<file path="src/rtl/inert_spi_serf.sv">
// SPI responder standing in for the inertial sensor's gyro path: decodes 16-bit R/W frames,
// keeps a small register file and snapshots the yaw rate at a programmable output data rate.
module inert_spi_serf #(
  parameter logic [15:0] ODR_CYC  = 16'd2048,
  parameter logic [7:0]  WHO_AM_I = 8'h6A
) (
  input  logic        clk,
  input  logic        rst,
  input  logic        SS_n,
  input  logic        SCLK,
  input  logic        MOSI,
  output logic        MISO,
  output logic        INT,
  input  logic [15:0] yaw_rt_in,
  output logic        cfg_done,
  output logic        frm_err
);

  typedef enum logic [1:0] {IDLE, CMD, DATA} state_t;

  // Synchronizers come out of reset at the bus idle levels so reset never looks like an edge.
  localparam logic [2:0]  PIN_RST  = 3'b110;
  localparam logic [15:0] ODR_LAST = ODR_CYC - 16'd1;

  logic [2:0] pins;
  logic [2:0] sync_q;
  logic [1:0] edge_reg;
  logic       ss_fall, ss_rise, sclk_rise, sclk_fall;

  assign pins = {SS_n, SCLK, MOSI};

  for (genvar gi = 0; gi < 3; gi++) begin : g_sync
    logic [1:0] sh_reg;
    always_ff @(posedge clk or posedge rst) begin
      if (rst) sh_reg <= {2{PIN_RST[gi]}};
      else     sh_reg <= {sh_reg[0], pins[gi]};
    end
    assign sync_q[gi] = sh_reg[1];
  end

  always_ff @(posedge clk or posedge rst) begin
    if (rst) edge_reg <= 2'b11;
    else     edge_reg <= sync_q[2:1];
  end

  assign ss_fall   =  edge_reg[1] & ~sync_q[2];
  assign ss_rise   = ~edge_reg[1] &  sync_q[2];
  assign sclk_rise = ~edge_reg[0] &  sync_q[1];
  assign sclk_fall =  edge_reg[0] & ~sync_q[1];

  state_t      state_reg;
  logic [4:0]  bit_cnt_reg;
  logic [15:0] rx_reg;
  logic [15:0] rx_shift;
  logic [7:0]  tx_reg;
  logic        frm_err_reg;

  logic [7:0]  int1_ctrl_reg, ctrl2_reg, ctrl7_reg;
  logic [15:0] yaw_reg;
  logic        int_reg, ovr_reg;
  logic [2:0]  cfg_seen_reg, cfg_seen_next;
  logic        cfg_done_reg;
  logic [15:0] timer_reg;
  logic [7:0]  rd_data;

  logic frame_end, frame_ok, wr_commit, rd_clr, sample_en, tick;

  assign rx_shift = {rx_reg[14:0], sync_q[0]};

  // Address comes from the shifted value so the mux is valid on the 8th rise itself.
  always_comb begin
    rd_data = 8'h00;
    case (rx_shift[6:0])
      7'h0D:   rd_data = int1_ctrl_reg;
      7'h0F:   rd_data = WHO_AM_I;
      7'h11:   rd_data = ctrl2_reg;
      7'h14:   rd_data = ctrl7_reg;
      7'h1E:   rd_data = {6'd0, ovr_reg, int_reg};
      7'h26:   rd_data = yaw_reg[7:0];
      7'h27:   rd_data = yaw_reg[15:8];
      default: rd_data = 8'h00;
    endcase
  end

  assign frame_end = ss_rise && (state_reg != IDLE);
  assign frame_ok  = frame_end && (bit_cnt_reg == 5'd16);
  assign wr_commit = frame_ok && !rx_reg[15];
  assign rd_clr    = frame_ok && rx_reg[15] && (rx_reg[14:8] == 7'h27);

  always_ff @(posedge clk or posedge rst) begin
    if (rst) begin
      state_reg   <= IDLE;
      bit_cnt_reg <= 5'd0;
      rx_reg      <= 16'd0;
      tx_reg      <= 8'd0;
      frm_err_reg <= 1'b0;
    end else begin
      frm_err_reg <= 1'b0;
      if (ss_rise) begin
        if (state_reg != IDLE && bit_cnt_reg != 5'd16) frm_err_reg <= 1'b1;
        state_reg <= IDLE;
      end else begin
        case (state_reg)
          IDLE: begin
            if (ss_fall) begin
              state_reg   <= CMD;
              bit_cnt_reg <= 5'd0;
              tx_reg      <= 8'd0;
            end
          end
          CMD: begin
            if (sclk_rise) begin
              rx_reg      <= rx_shift;
              bit_cnt_reg <= bit_cnt_reg + 5'd1;
              if (bit_cnt_reg == 5'd7) begin
                state_reg <= DATA;
                tx_reg    <= rx_shift[7] ? rd_data : 8'd0;
              end
            end
          end
          DATA: begin
            if (sclk_rise) begin
              rx_reg <= rx_shift;
              if (bit_cnt_reg != 5'd31) bit_cnt_reg <= bit_cnt_reg + 5'd1;
            end
            // The fall right after the 8th rise keeps bit 7 on the wire for the 9th rise.
            if (sclk_fall && bit_cnt_reg >= 5'd9) tx_reg <= {tx_reg[6:0], 1'b0};
          end
          default: state_reg <= IDLE;
        endcase
      end
    end
  end

  always_comb begin
    cfg_seen_next = cfg_seen_reg;
    if (wr_commit) begin
      case (rx_reg[14:8])
        7'h0D:   cfg_seen_next[0] = 1'b1;
        7'h11:   cfg_seen_next[1] = 1'b1;
        7'h14:   cfg_seen_next[2] = 1'b1;
        default: cfg_seen_next = cfg_seen_reg;
      endcase
    end
  end

  assign sample_en = int1_ctrl_reg[1] && (ctrl2_reg != 8'h00);
  assign tick      = sample_en && (timer_reg == ODR_LAST);

  always_ff @(posedge clk or posedge rst) begin
    if (rst) begin
      int1_ctrl_reg <= 8'd0;
      ctrl2_reg     <= 8'd0;
      ctrl7_reg     <= 8'd0;
      yaw_reg       <= 16'd0;
      int_reg       <= 1'b0;
      ovr_reg       <= 1'b0;
      cfg_seen_reg  <= 3'd0;
      cfg_done_reg  <= 1'b0;
      timer_reg     <= 16'd0;
    end else begin
      if (!sample_en || tick) timer_reg <= 16'd0;
      else                    timer_reg <= timer_reg + 16'd1;

      if (wr_commit) begin
        case (rx_reg[14:8])
          7'h0D:   int1_ctrl_reg <= rx_reg[7:0];
          7'h11:   ctrl2_reg     <= rx_reg[7:0];
          7'h14:   ctrl7_reg     <= rx_reg[7:0];
          default: ;
        endcase
      end
      cfg_seen_reg <= cfg_seen_next;
      cfg_done_reg <= &cfg_seen_next;

      if (rd_clr) begin
        int_reg <= 1'b0;
        ovr_reg <= 1'b0;
      end
      // A tick landing on the clearing frame end keeps INT set but is not an overrun.
      if (tick) begin
        yaw_reg <= yaw_rt_in;
        int_reg <= 1'b1;
        if (int_reg && !rd_clr) ovr_reg <= 1'b1;
      end
    end
  end

  assign MISO     = (state_reg == DATA) ? tx_reg[7] : 1'b0;
  assign INT      = int_reg;
  assign cfg_done = cfg_done_reg;
  assign frm_err  = frm_err_reg;

endmodule

</file>
<file path="config.mk">
export PLATFORM = sky130hd
export DESIGN_NAME = inert_spi_serf
export DESIGN_NICKNAME = d
export VERILOG_FILES = /design/src/rtl/inert_spi_serf.sv
export SDC_FILE = /design/constraint.sdc
export NUM_CORES = 1
export LEC_CHECK = 0
export BUFFER_PORTS_ARGS = -buffer_cell sky130_fd_sc_hd__buf_4
export CAP_MARGIN = 20
export CORE_UTILIZATION = 35
export CTS_CLUSTER_DIAMETER = 50
export DETAILED_ROUTE_END_ITERATION = 8
export GPL_TIMING_DRIVEN = 1
export PLACE_DENSITY_LB_ADDON = 0.15
export SYNTH_ARGS = -nofsm -noshare
export SYNTH_HDL_FRONTEND = slang
export SYNTH_SLANG_ARGS = --single-unit
</file>
<file path="constraint.sdc">
create_clock -name clk -period 5.4 [get_ports clk]
set_input_delay 0.81 -clock clk [delete_from_list [all_inputs] [get_ports clk]]
set_output_delay 0.81 -clock clk [all_outputs]
set_load 0.02 [all_outputs]
</file>
Word level (Yosys, flattened, before mapping)
Index checks and enable logic that the tools add are counted.

word-level totals
  register bits after elaboration = 102
  input port bits = 21
  output and inout port bits = 4
  word-level logic and storage cells = 116

operators by class
  $add $sub $neg = 2
  $lt $le $gt $ge = 1
  equality and inequality tests = 28
  muxes and demuxes = 30
  bitwise operators = 9
  reductions and logical operators = 28

operators by type and width
  operator               number
  $pmux 8 s7             1
  $mux 8                 5
  $eq 7x5->1 const B     5
  $pmux 8 s3             1
  $eq 7x4->1 const B     3
  $eq 7x6->1 const B     3
  $mux 5                 4
  $add 16x1->16 const B  1
  $eq 16x11->1 const B   1
  $mux 16                1
  $pmux 5 s3             1
  $ne 2x2->1 const B     7
  $reduce_and 6->1       2
  $mux 1                 11
  $logic_and 1x1->1      10
  $ne 5x5->1 const B     2
  $ne 3x3->1 const B     3
  $mux 2                 4
  $reduce_bool 8->1      1
  $pmux 2 s3             1
  $reduce_and 2->1       3
  $reduce_and 3->1       2
  $add 5x1->5 const B    1
  $eq 5x3->1 const B     1
  other kinds (14)       24

Depth between registers and ports, before layout
Gate-level depths: netlist of run 1.

  depth in word-level cells = 10
  mapped depth = 8
  mapped depth without buffers = 7

Worst setup path after synthesis of run 1
No wires, ideal clock.

  path kind = register to register
  start = register state_reg[0]
  end = register rx_reg[0]
  setup time = 125 ps
  arrival time = 1972 ps
  required time = 5275 ps
  setup slack = 3303 ps
  stages on the path, launching flop included = 7
  period minus slack after synthesis = 2097 ps
  path through = dfrtp_1 -> inv_1 -> ha_1 -> clkbuf_1 -> nor3b_2 -> buf_2 -> mux2_2

between the ends
  longest elaborated chain between the ends = 3

RTL lines
  item                                      RTL line  RTL
  from (decl)                               51        state_t state_reg;
  from (signal assigned)                    92        state_reg <= IDLE;
  from (signal assigned)                    101       state_reg <= IDLE;
  from (signal assigned)                    106       state_reg <= CMD;
  $eq 2x2->1 or $eq 2x1->1 (tied branches)  103       case (state_reg)
  $reduce_or 2->1 (no source line) *        -
  $reduce_and 3->1 (no source line) *       -
  to (signal assigned)                      113       rx_reg <= rx_shift;
  to (signal assigned)                      123       rx_reg <= rx_shift;
  to (decl)                                 53        logic [15:0] rx_reg;

Mark *: on every way between the ends. The rest lies on a longest branch, timed or not.
A chain may end at the register's enable or synchronous reset.

Final worst setup path of run 1
  start = register state_reg[0]
  end = output MISO

between the ends
  longest elaborated chain between the ends = 2

RTL lines
  item        RTL line  RTL
  $eq 2x2->1  189       assign MISO = (state_reg == DATA) ? tx_reg[7] : 1'b0;
  $mux 1      189
  to (decl)   12        output logic MISO,

No other way between the ends.

==> flow_summary.json, run 1 <==
{
  "rr_worst_depth": 5,
  "worst_ep_required_time_ns": 4.59,
  "start_util_pct": 36.5,
  "h-tree-depth": 3,
  "min_path_cells": 0,
  "vias_per_cell": 5.01,
  "path_buf_inv": 2,
  "crit_chain": "inv_1 -> ha_1 -> and2_1 -> buf_4",
  "post_cts_resized": 0,
  "overflow": 0,
  "cp_max_fo": 7,
  "clk_latency_ns": 0.35,
  "r2r-start": "g_sync[2].sh_reg[1]",
  "hold_path_end": "g_sync[2].sh_reg[1]",
  "ios": 25,
  "dp_hpwl_um": 6450,
  "clk_path_buf_depth": 2,
  "clk_pin_slew_ns": 0.07,
  "place_congestion": 0.776,
  "grt_pass1_wl_um": 15900,
  "r2r_slack_ns": 3.10,
  "final_common_cell": "dfrtp_1",
  "finalSetupViolations": 0,
  "fin_nets": 459,
  "yosysTopAreaCellShare_pct": 48.9,
  "syn-instance-count": 402,
  "fin_hold_ws_ns": 0.357,
  "regArea_um2": 2560,
  "num_vias": 3036,
  "maxSlewViolCount": 0,
  "min_from": "g_sync[2].sh_reg[0]",
  "relSlewSlack_pct": 56.0,
  "min-delay-path-class": "register to register",
  "synth-main-ff-cell": "dfrtp_1",
  "cts.sinks": 102,
  "cts_tree": "built",
  "synth_edf_count": 0,
  "synth_area_leaders": "dfrtp_1 (49%), mux2_2 (13%), ha_1 (3.3%)",
  "final_cell_mix": "dfrtp_1 (96), mux2_2 (57), nor2_1 (26)",
  "drtIter0Drc": 163,
  "synth_area_um2": 4920,
  "grt_max_degree": 54,
  "grt_usage_pct": 14.3,
  "cpPeakStageDelay_ns": 0.42,
  "die_h_um": 121,
  "wire_per_inst_um": 15.5,
  "synth_top_area_cell": "dfrtp_1",
  "dieArea_um2": 14500,
  "worstMarginPinSlew_ns": 0.660,
  "cts_setup_buffers": 0,
  "cap_violations": 0,
  "outcome": "finished, final reports clean",
  "dieWidth_um": 121,
  "r2r_end": "ctrl7_reg[7]",
  "ir_worst_vdd_mv": 0.152,
  "ys_warn_count": 0,
  "rsz0062_at_grt": "no",
  "worst-setup-path-type": "register to primary output",
  "seq_area_frac_synth_pct": 52.1,
  "first_pass_iters": 4,
  "timing.final.hold_violations": 0,
  "ys_ff_latch": 102,
  "antenna_found_initial": 0,
  "drive_above_1_share_pct": 31.6,
  "skew_ns": 0.0109,
  "fillCellCount": 1317,
  "period_needed_ns": 2.36,
  "multi_input_area_um2": 2230,
  "ant_nets": 0,
  "start_kind": "register",
  "syn-mean-instance-area_um2": 12.2,
  "drc_errors": 0,
  "p_leak_uw": 0.00249,
  "io_buffers": 24,
  "async_flop_share_pct": 100,
  "cts_buffers": 9,
  "slowest_stage": "dfrtp_1",
  "core_area_um2": 13500,
  "syn_nets": 436,
  "synth_cell_types": 60,
  "fin_crit_sh_pct": 43.6,
  "wl_um": 9400,
  "rows": 42,
  "crit_arrival_ns": 1.55,
  "fmax_mhz": 425,
  "root_buffer": "clkbuf_16",
  "grt_pass1_vias": 3130,
  "setup-tns-final_ns": 0,
  "end_kind": "primary output",
  "area_delta_synth_final_pct": 12.9,
  "crit_family": "flip-flops",
  "postCtsHoldBufs": 0,
  "powerDensity_nw_per_um2": 361,
  "antenna_cells": 0
}
layout make-up:
class,count,area share (%)
timing repair buffer,26,3.58
inverter,14,0.992
clock inverter,7,1.08
multi-input combinational,272,40.2
tap,176,3.97
clock buffer,9,4.06
sequential,102,46.1
worst max path at each step:
stage | start | endpoint | cells past startpoint
2_1_floorplan | rst | INT | 1
3_3_place_gp | state_reg[0] | rx_reg[11] | 4
3_5_place_dp | state_reg[0] | rx_reg[5] | 4
4_1_cts | state_reg[0] | rx_reg[5] | 4
5_1_grt | edge_reg[1] | tx_reg[4] | 5
6_report | state_reg[0] | MISO | 4
synthesized netlist by cell type, types with 2 or more instances:
master    count
dfrtp_1      96
mux2_2       57
nor2_1       26
nand2_1      23
inv_1        14
ha_1         13
nand3_1      12
o21ai_0      11
xor2_1       10
a22o_1        9
mux2_4        9
a21oi_1       7
nand2b_1      7
buf_2         6
dfstp_2       6
nor2b_1       6
clkbuf_1      5
nor3_1        5
o31ai_1       5
xnor2_1       5
a222oi_1      4
a22oi_1       4
and2_1        4
and3_1        4
or2_2         4
a211o_1       3
mux2i_1       3
nand3b_1      3
nand4_1       3
nor4_1        3
nor3_4        2
nor3b_1       2
nor3b_2       2
nor4_4        2
o22ai_1       2
logic make-up (layout without fill, tap and decap cells):
family | count (synthesis) | after routing | share of synthesized area [%]
adders and majority gates | 13 | 13 | 3.31
buffers and inverters | 28 | 56 | 2.52
xor gates and xnor gates | 15 | 15 | 2.67
and+or+nand+nor | 120 | 120 | 14.6
muxes | 69 | 69 | 16.4
AOI/OAI and AO/OA | 55 | 55 | 8.40
DFF | 102 | 102 | 52.1
power breakdown:
part,switching (uW),leakage (uW),internal [uW]
combinational,235,0.00100,186
sequential,115,0.00134,835
clock,307,0.000143,323
total,657,0.00249,1340
stage by stage:
stage,cell area (um^2),cells,power [uW],utilization (%),setup WS (ns)
final,5550,606,2000,41.3,3.04
after global routing,5550,606,2120,41.3,2.92
after CTS,5540,605,2040,41.2,2.84
after floorplan,4920,402,1280,-,1.92
after global placement,5260,589,1380,39.1,2.95
after detailed placement,5260,589,1390,39.1,2.85
metal layers:
metal / GRT usage (%) / wire (um) / share of wire (%) / vias up
met2: 22.7 / 4380 / 47 / 36
met1: 18.4 / 4490 / 48 / 1506
met3: 3.77 / 305 / 3.2 / 13
li1: - / - / - / 1481
met4: 6.02 / 223 / 2.4 / 0
met5: 0 / 0 / 0 / -
Power figures use the tool's default switching activity.
==> run 2, diff against run 1 <==
==> constraint.sdc (replaced) <==
create_clock -name clk -period 2.2 [get_ports clk]
set_input_delay 0.33 -clock clk [delete_from_list [all_inputs] [get_ports clk]]
set_output_delay 0.33 -clock clk [all_outputs]
set_load 0.02 [all_outputs]
==> run 2 against run 1 <==
Effect of this change: final area up 2.6%; global-route usage shrank 0.10 points; clock power up 150%; critical path type is now register to register; die area unchanged; combinational power grew to 2.8 times the previous value; sequential power rose by 140%; sequential share of layout area shrank 1.2 points; total power rose by 150%; clock skew increased by 0.0012 ns; hold slack worse by 0.34 ns; wire length fell by 0.60%; via count is 0.82% higher.
==> flow_summary.json, run 2 (same netlist as run 1, synthesis figures left out) <==
{
  "drtIter0Drc": 161,
  "end_kind": "register",
  "finalSetupViolations": 0,
  "place_congestion": 0.777,
  "fmax_mhz": 478,
  "io_buffers": 24,
  "timing.final.hold_violations": 0,
  "wl_um": 9340,
  "antenna_found_initial": 0,
  "p_leak_uw": 0.00256,
  "area_delta_synth_final_pct": 15.9,
  "final_common_cell": "dfrtp_1",
  "clkPwrFrac_pct": 31.1,
  "ant_nets": 0,
  "root_buffer": "clkbuf_16",
  "fin_crit_sh_pct": 95.0,
  "h-tree-depth": 3,
  "grt_usage_pct": 14.2,
  "cts_buffers": 9,
  "pwr-share-comb_pct": 23.4,
  "drive_above_1_share_pct": 33.7,
  "worst-setup-path-type": "register to register",
  "internal_power_uw": 3370,
  "vias_per_cell": 4.95,
  "clk_latency_ns": 0.35,
  "stdcell_area_um2": 5700,
  "grt_pass1_wl_um": 16000,
  "ir_worst_vdd_mv": 0.338,
  "ios": 25,
  "antenna_cells": 0,
  "relSlewSlack_pct": 59.0,
  "setup-tns-final_ns": 0,
  "p_sw_uw": 1630,
  "clk_pin_slew_ns": 0.07,
  "min-delay-path-class": "input pin to asynchronous set/reset pin",
  "slowest_stage": "dfstp_2",
  "worstMarginPinSlew_ns": 0.609,
  "fin_hold_ws_ns": 0.0177,
  "wire_per_inst_um": 15.1,
  "path_buf_inv": 1,
  "layout_setup_ws_ns": 0.109,
  "cap_violations": 0,
  "cts.sinks": 102,
  "drc_errors": 0,
  "period_needed_ns": 2.09,
  "dp_hpwl_um": 6730,
  "first_pass_iters": 5,
  "cts_setup_buffers": 0,
  "die_h_um": 121,
  "cpPeakStageDelay_ns": 0.55,
  "skew_ns": 0.0120,
  "cts_tree": "built",
  "crit_family": "simple AND/OR/NAND/NOR gates",
  "fin_nets": 471,
  "outcome": "finished, final reports clean",
  "swShare_pct": 32.6,
  "start_kind": "register",
  "dieArea_um2": 14500,
  "grt_max_degree": 46,
  "clk_path_buf_depth": 2,
  "core_area_um2": 13500,
  "preCtsSetupSlack_ns": 0.129,
  "grt_pass1_vias": 3130,
  "maxSlewViolCount": 0,
  "seqPwrFrac_pct": 45.4,
  "place_area_um2": 5390,
  "crit_chain": "ha_1 -> nor3b_2 -> nand3_1 -> nor4_4 -> buf_4 -> mux2_2",
  "crit_arrival_ns": 2.32,
  "num_vias": 3061,
  "start_util_pct": 36.5,
  "worst_ep_required_time_ns": 2.43,
  "dieWidth_um": 121,
  "final_cell_mix": "dfrtp_1 (96), mux2_2 (57), buf_4 (35)",
  "rows": 42,
  "cp_max_fo": 9,
  "powerDensity_nw_per_um2": 878,
  "overflow": 0,
  "fin_util_pct": 42.3
}
-- run 2: worst paths after layout --
path / endpoint / startpoint / slack, ns / cells past startpoint
worst max-delay path: ctrl2_reg[4] / g_sync[2].sh_reg[1] / 0.11 / 6
worst min-delay path: rx_reg[15] / rst / 0.02 / 2
worst max register to register: ctrl2_reg[4] / g_sync[2].sh_reg[1] / 0.11 / 6
worst min register to register: g_sync[2].sh_reg[1] / g_sync[2].sh_reg[0] / 0.36 / 0
max in group asynchronous: yaw_reg[12] / rst / 1.59 / 3
min in group clk: g_sync[0].sh_reg[0] / MOSI / 0.08 / 1
-- run 2: routing by layer --
metal / vias up / GRT usage (%) / part of all wire, %
met2: 29 / 22.8 / 48
met1: 1518 / 18.9 / 49
met4: 0 / 3.47 / 0.65
met5: - / 0 / 0
met3: 4 / 3.87 / 2.8
li1: 1510 / - / -
-- run 2: layout make-up --
cell class	count	area, um^2
well taps	176	220
clock inverters	7	73.8
fillers	1318	7760
inverters	14	56.3
flip-flops and latches	102	2560
clock buffers	9	225
multi-input cells	272	2240
repair buffers	38	323
-- run 2: repair_timing --
action	4_1_cts	5_1_grt
hold buffers	0	0
resized for setup	0	1
setup endpoints to repair	0	1
-- run 2: through the flow --
stage               power, uW  cells
global route             5310    618
CTS                      5080    618
global placement         3460    602
finish                   5000    618
detailed placement       3490    602
floorplan                3130    402
-- run 2: power groups by stage --
stage	combinational, uW	sequential [uW]	clock [uW]
detailed placement	1180	2310	0
global route	1310	2300	1700
floorplan	924	2210	0
global placement	1160	2310	0
finish	1170	2270	1560
CTS	1180	2270	1630
